**src/rtl/if_prefetch_stage.sv**
```systemverilog
// Instruction fetch stage with multiple outstanding requests on an SRAM-like
// req/addr_ok/data_ok port. Returned instructions are buffered in a small
// queue in front of ID. Redirects flush the queue and turn every response
// still in flight into a stale one that is silently dropped on return.
module if_prefetch_stage #(
  parameter int          OUTSTANDING = 2,
  parameter int          FIFO_DEPTH  = 4,
  parameter logic [31:0] RESET_PC    = 32'h1C00_0000
) (
  input  logic        clk,
  input  logic        resetn,
  input  logic        redirect_valid,
  input  logic [31:0] redirect_pc,
  input  logic        fetch_stall,
  input  logic        id_allowin,
  output logic        if_id_valid,
  output logic [64:0] if_id_bus,
  output logic        inst_sram_req,
  output logic        inst_sram_wr,
  output logic [1:0]  inst_sram_size,
  output logic [3:0]  inst_sram_wstrb,
  output logic [31:0] inst_sram_addr,
  output logic [31:0] inst_sram_wdata,
  input  logic        inst_sram_addr_ok,
  input  logic        inst_sram_data_ok,
  input  logic [31:0] inst_sram_rdata
);

  localparam int QAW  = (FIFO_DEPTH > 1) ? $clog2(FIFO_DEPTH) : 1;
  localparam int TAW  = (OUTSTANDING > 1) ? $clog2(OUTSTANDING) : 1;
  localparam int CNTW = $clog2(FIFO_DEPTH + 1);
  localparam int IFW  = 3;

  localparam logic [IFW-1:0]  OUT_L    = IFW'(OUTSTANDING);
  localparam logic [7:0]      DEPTH_L  = 8'(FIFO_DEPTH);
  localparam logic [CNTW-1:0] FULL_L   = CNTW'(FIFO_DEPTH);
  localparam logic [QAW-1:0]  Q_LAST   = QAW'(FIFO_DEPTH - 1);
  localparam logic [TAW-1:0]  T_LAST   = TAW'(OUTSTANDING - 1);

  // Architectural fetch state
  logic [31:0]     fetch_pc_r;
  logic [IFW-1:0]  inflight_r;
  logic [IFW-1:0]  discard_r;
  logic            adef_pending_r;

  // pc tag queue: one entry per accepted-but-unreturned request
  logic [31:0]     tag_mem_r [OUTSTANDING];
  logic [TAW-1:0]  tag_wr_r;
  logic [TAW-1:0]  tag_rd_r;

  // Instruction queue towards ID
  logic [64:0]     q_mem_r [FIFO_DEPTH];
  logic [QAW-1:0]  q_wr_r;
  logic [QAW-1:0]  q_rd_r;
  logic [CNTW-1:0] count_r;

  logic [7:0]      owed_s;
  logic            req_s;
  logic            accept_s;
  logic            live_resp_s;
  logic            adef_push_s;
  logic            q_push_s;
  logic            q_pop_s;
  logic [64:0]     q_push_data_s;

  // Request gating: only fetch when every live response already owns a queue slot
  always_comb begin
    owed_s = 8'(inflight_r) - 8'(discard_r) + 8'(count_r);
    req_s  = resetn & ~redirect_valid & ~fetch_stall & ~adef_pending_r &
             (fetch_pc_r[1:0] == 2'b00) & (inflight_r < OUT_L) & (owed_s < DEPTH_L);
  end

  // Per-cycle events: accept, live response, address-error entry, queue push/pop
  always_comb begin
    accept_s    = req_s & inst_sram_addr_ok;
    live_resp_s = inst_sram_data_ok & (discard_r == {IFW{1'b0}}) & ~redirect_valid;
    adef_push_s = ~redirect_valid & (fetch_pc_r[1:0] != 2'b00) & ~adef_pending_r &
                  (inflight_r == discard_r) & (count_r != FULL_L);
    q_push_s    = live_resp_s | adef_push_s;
    q_pop_s     = (count_r != {CNTW{1'b0}}) & id_allowin & ~redirect_valid;
    if (live_resp_s) begin
      q_push_data_s = {1'b0, inst_sram_rdata, tag_mem_r[tag_rd_r]};
    end else begin
      q_push_data_s = {1'b1, 32'h0000_0000, fetch_pc_r};
    end
  end

  // Fetch pc, in-flight and stale-response counters, address-error latch
  always_ff @(posedge clk or negedge resetn) begin
    if (!resetn) begin
      fetch_pc_r     <= RESET_PC;
      inflight_r     <= {IFW{1'b0}};
      discard_r      <= {IFW{1'b0}};
      adef_pending_r <= 1'b0;
    end else begin
      case ({accept_s, inst_sram_data_ok})
        2'b10:   inflight_r <= inflight_r + 3'd1;
        2'b01:   inflight_r <= inflight_r - 3'd1;
        default: inflight_r <= inflight_r;
      endcase
      if (redirect_valid) begin
        // everything still outstanding after this cycle's return is stale
        fetch_pc_r     <= redirect_pc;
        discard_r      <= inflight_r - {2'b00, inst_sram_data_ok};
        adef_pending_r <= 1'b0;
      end else begin
        if (accept_s) begin
          fetch_pc_r <= fetch_pc_r + 32'd4;
        end else begin
          fetch_pc_r <= fetch_pc_r;
        end
        if (inst_sram_data_ok && (discard_r != {IFW{1'b0}})) begin
          discard_r <= discard_r - 3'd1;
        end else begin
          discard_r <= discard_r;
        end
        if (adef_push_s) begin
          adef_pending_r <= 1'b1;
        end else begin
          adef_pending_r <= adef_pending_r;
        end
      end
    end
  end

  // pc tag queue: push on accept, pop on every response (stale or live)
  always_ff @(posedge clk or negedge resetn) begin
    if (!resetn) begin
      tag_wr_r <= {TAW{1'b0}};
      tag_rd_r <= {TAW{1'b0}};
      for (int i = 0; i < OUTSTANDING; i++) begin
        tag_mem_r[i] <= 32'h0000_0000;
      end
    end else begin
      if (accept_s) begin
        tag_mem_r[tag_wr_r] <= fetch_pc_r;
        tag_wr_r <= (tag_wr_r == T_LAST) ? {TAW{1'b0}} : tag_wr_r + 1'b1;
      end else begin
        tag_wr_r <= tag_wr_r;
      end
      if (inst_sram_data_ok) begin
        tag_rd_r <= (tag_rd_r == T_LAST) ? {TAW{1'b0}} : tag_rd_r + 1'b1;
      end else begin
        tag_rd_r <= tag_rd_r;
      end
    end
  end

  // Instruction queue: flushed by redirect, otherwise push/pop with occupancy count
  always_ff @(posedge clk or negedge resetn) begin
    if (!resetn) begin
      q_wr_r  <= {QAW{1'b0}};
      q_rd_r  <= {QAW{1'b0}};
      count_r <= {CNTW{1'b0}};
      for (int i = 0; i < FIFO_DEPTH; i++) begin
        q_mem_r[i] <= 65'h0;
      end
    end else if (redirect_valid) begin
      q_wr_r  <= {QAW{1'b0}};
      q_rd_r  <= {QAW{1'b0}};
      count_r <= {CNTW{1'b0}};
    end else begin
      if (q_push_s) begin
        q_mem_r[q_wr_r] <= q_push_data_s;
        q_wr_r <= (q_wr_r == Q_LAST) ? {QAW{1'b0}} : q_wr_r + 1'b1;
      end else begin
        q_wr_r <= q_wr_r;
      end
      if (q_pop_s) begin
        q_rd_r <= (q_rd_r == Q_LAST) ? {QAW{1'b0}} : q_rd_r + 1'b1;
      end else begin
        q_rd_r <= q_rd_r;
      end
      case ({q_push_s, q_pop_s})
        2'b10:   count_r <= count_r + 1'b1;
        2'b01:   count_r <= count_r - 1'b1;
        default: count_r <= count_r;
      endcase
    end
  end

  // Output drive: ID side comes straight from queue registers
  always_comb begin
    if_id_valid     = (count_r != {CNTW{1'b0}});
    if (if_id_valid) begin
      if_id_bus = q_mem_r[q_rd_r];
    end else begin
      if_id_bus = 65'h0;
    end
    inst_sram_req   = req_s;
    inst_sram_addr  = fetch_pc_r;
    inst_sram_wr    = 1'b0;
    inst_sram_size  = 2'b10;
    inst_sram_wstrb = 4'h0;
    inst_sram_wdata = 32'h0000_0000;
  end

endmodule

```
**config.mk**
```make
export PLATFORM = sky130hd
export DESIGN_NAME = if_prefetch_stage
export DESIGN_NICKNAME = d
export VERILOG_FILES = /design/src/rtl/if_prefetch_stage.sv
export SDC_FILE = /design/constraint.sdc
export NUM_CORES = 1
export LEC_CHECK = 0
export CAP_MARGIN = 40
export CORE_AREA = 4 4 193 195
export DETAILED_ROUTE_END_ITERATION = 7
export DIE_AREA = 0 0 197 199
export GPL_ROUTABILITY_DRIVEN = 0
export PLACE_DENSITY = 0.72
export SLEW_MARGIN = 10
export SYNTH_ARGS = -nofsm -noshare
export SYNTH_HDL_FRONTEND = slang
export SYNTH_SLANG_ARGS = --single-unit
```
**constraint.sdc**
```tcl
create_clock -name clk -period 8 [get_ports clk]
set_input_delay 0.8 -clock clk [delete_from_list [all_inputs] [get_ports clk]]
set_output_delay 0.8 -clock clk [all_outputs]
set_load 0.005 [all_outputs]
```
==> run_results.csv <==
group,metric,value,unit
run_status,status,"completed",
cells_and_area,drive_gt1_share,13.61,%
power,p_switching,0.001809,W
route,detail_route.vias_per_cell,5.514,
global_route,grt_pass1_vias,13110,
critical_path,endpoint_kind,"output pin",
route,wl_per_cell,18.43,µm
clocking,cts_tree,"yes",
clocking,postCtsHoldBufs,0,
synth,synth_commonest_cells,"dfrtp_1, nand2_1, o21ai_0",
synth,synth_area_leaders,"dfrtp_1, mux4_2, o21ai_0",
global_route,antenna_found_initial,1,
cells_and_area,fin_util,59.20,%
clocking,cts_buffers,40,
route,drt-total-wl,41670,µm
clocking,clk_path_buf_depth,3,
job,cap_violations,0,
global_route,overflow,0,
synth,ys_seq_area_share,52.80,%
floorplan,rows,69,
power,power_frac_clock,31.5,%
synth,synth_edf_count,0,
power,leakage,9.309,nW
route,vias,12470,
power,vdd_ir_drop_max,0.1547,mV
placed_design,dpl-instance-area,19630,µm²
synth,yosysTopAreaCellShare,52.35,%
synth,synth_ff_type,"dfrtp_1",
critical_path,path_class,"reg2out",
cells_and_area,n_antenna_cell,0,
route,drtIter0Drc,670,
critical_path,critPathMaxFanout,6,
floorplan,fp.dieW,197,µm
clocking,cts_root_buf,"clkbuf_16",
critical_path,worstPathCellList,"inv_1 -> ha_1 -> fa_1 -> xnor2_1 -> ha_1 -> and4b_1 -> o21ai_1 -> a2111oi_4 -> clkdlybuf4s50_1",
synth,ys_ff_latch,372,
floorplan,start_util,49.83,%
timing,rsz0062_at_grt,"no",
clocking,htreeDepth,2,
global_route,grt_max_degree,136,
floorplan,dieHeight,199,µm
floorplan,design.portCount,209,
clocking,cts-resized-gates,0,
synth,postSynthCellCount,1653,
timing,relSlewSlack,40.90,%
power,seqPwrFrac,43.5,%
critical_path,crit_required,7.20,ns
power,p_int,0.004062,W
floorplan,core_area,35400,µm²
synth,synth_cell_types,61,
critical_path,crit_family,"adder cells",
placed_design,dp_cells,2187,
synth,synthArstFlopShare,100.0,%
global_route,grt_usage,21.43,%
hold_path,hold_class,"in2async",
synth,yosysTopAreaCell,"dfrtp_1",
timing,tns,0,ns
timing,fin_ws,3.609,ns
route,ant_nets,0,
critical_path,slowest_stage,"clkdlybuf4s50_1",
synth,syn-cell-area,17640,µm²
cells_and_area,area_growth,18.80,%
critical_path,start_kind,"flip-flop",
clocking,clkLatencyLatePin,0.53,ns
cells_and_area,fin_cells,2261,
cells_and_area,nNetsFinal,1858,
placed_design,numPortBuffers,169,
critical_path,cp_common_cell,"ha_1",
timing,max_freq,227.7,MHz
power,powerDensity,280.2,nW/µm²
timing,tightest_slew,0.8855,ns
synth,yosysMostFrequentCell,"dfrtp_1",
power,switching_share,30.81,%
power,share_comb_of_total_power,25.0,%
timing,fin_crit_sh,54.89,%
timing,finalMaxSlewViolations,0,
critical_path,slowest_delay,0.60,ns
floorplan,die_area,39200,µm²
critical_path,worst_ep_arrival_time,3.59,ns
route,drc,0,
global_route,grt_pass1_wl,68900,µm
synth,yosysWarnings,0,
cells_and_area,design_area,20950,µm²
clocking,cts.sinks,372,
synth,synth_area_per_cell,10.67,µm²
critical_path,worst-path-buf-inv,2,
timing,fin_crit,4.391,ns
clocking,path_clk_slew,0.06,ns
clocking,post_cts_buffers,0,
placed_design,pre_cts_slack,3.630,ns
timing,hold_violations,0,
timing,finalClockSkew,0.02015,ns
placed_design,dp_hpwl,26840,µm
route,drt-pass1-iter-count,5,
timing,setup_viol,0,
==> final cells by class <==
type	count	area, µm²
well taps	461	576.8
inverters	26	97.59
multi-input cells	1134	7629
fillers	2897	14440
flip-flops and latches	372	9318
repair buffers	194	2006
clock buffers	53	1131
clock inverters	21	196.4
==> sequential cells by signal, summed over array words and instances (netlist names) <==
| signal | flops |
|---|---|
| q_mem_r | 260 |
| tag_mem_r | 64 |
| inst_sram_addr | 32 |
| count_r | 3 |
| discard_r | 3 |
| inflight_r | 3 |
| q_rd_r | 2 |
| q_wr_r | 2 |
| adef_pending_r | 1 |
| tag_rd_r | 1 |
| tag_wr_r | 1 |
==> stage by stage <==
stage	total power [W]	hold WS, ns
floorplan	0.003507	0.4446
global placement	0.003978	0.4557
detailed placement	0.004077	0.4653
CTS	0.005940	0.2578
global route	0.006237	0.2878
finish	0.005871	0.2492
==> metal layers <==
metal	track usage (%)	part of all wire (%)
met1	30.21	45
met2	35.04	47
met3	3.879	6.3
met4	5.110	1.9
met5	0	0.017
==> placed cells by master (no fill, tap or decap), types with 33 or more instances in the layout <==
master / synthesis / routed
a21oi_1: 56 / 56
and2_1: 73 / 73
clkbuf_16: 0 / 41
clkdlybuf4s50_1: 0 / 167
conb_1: 2 / 39
dfrtp_1: 369 / 367
mux2_2: 35 / 35
mux2i_1: 33 / 33
mux4_2: 65 / 65
nand2_1: 321 / 317
nor2_1: 54 / 54
o21ai_0: 279 / 279
==> power by group through the flow <==
stage	Sequential (W)	Clock [W]	Combinational (W)
finish	0.00255	0.00185	0.00147
global route	0.00261	0.00197	0.00166
CTS	0.00255	0.00189	0.00150
detailed placement	0.00259	0	0.00149
global placement	0.00256	0	0.00142
floorplan	0.00245	0	0.00106
==> final timing paths <==
path                               start       endpoint  slack, ns  depth (start not counted)
setup / recovery           inflight_r[0]  inst_sram_req       3.61                          9
hold / removal                    resetn   q_mem_r[158]       0.25                          1
setup reg to reg           inflight_r[0]  tag_mem_r[56]       3.61                         13
hold reg to reg             q_mem_r[197]   q_mem_r[197]       0.47                          2
max in group asynchronous         resetn   q_mem_r[123]       5.81                          4
min in group clk            q_mem_r[197]   q_mem_r[197]       0.47                          2
==> worst register-to-register path: stages, from the launching register on <==
cell and delay [ns]:
dfrtp_1 0.36, inv_1 0.09, ha_1 0.23, fa_1 0.38, xnor2_1 0.16, ha_1 0.32, and4b_1 0.25, o21ai_1 0.13
a2111oi_4 0.55, buf_6 0.22, nand2_1 0.09, nor2_2 0.71, buf_4 0.41, mux2_2 0.39
==> logic make-up (layout without fill, tap and decap cells) <==
group	count (synthesis)	after routing	synth area share, %
AO/OA/AOI/OAI	371	371	11.34
XOR/XNOR	25	25	1.241
adder cells (fa/ha/maj)	19	19	1.475
buffers and inverters	184	294	4.973
flip-flops	372	372	52.80
multiplexers	163	163	14.92
other	2	39	0.04258
AND/OR/NAND/NOR	517	517	13.22
Power figures use the tool's default switching activity.
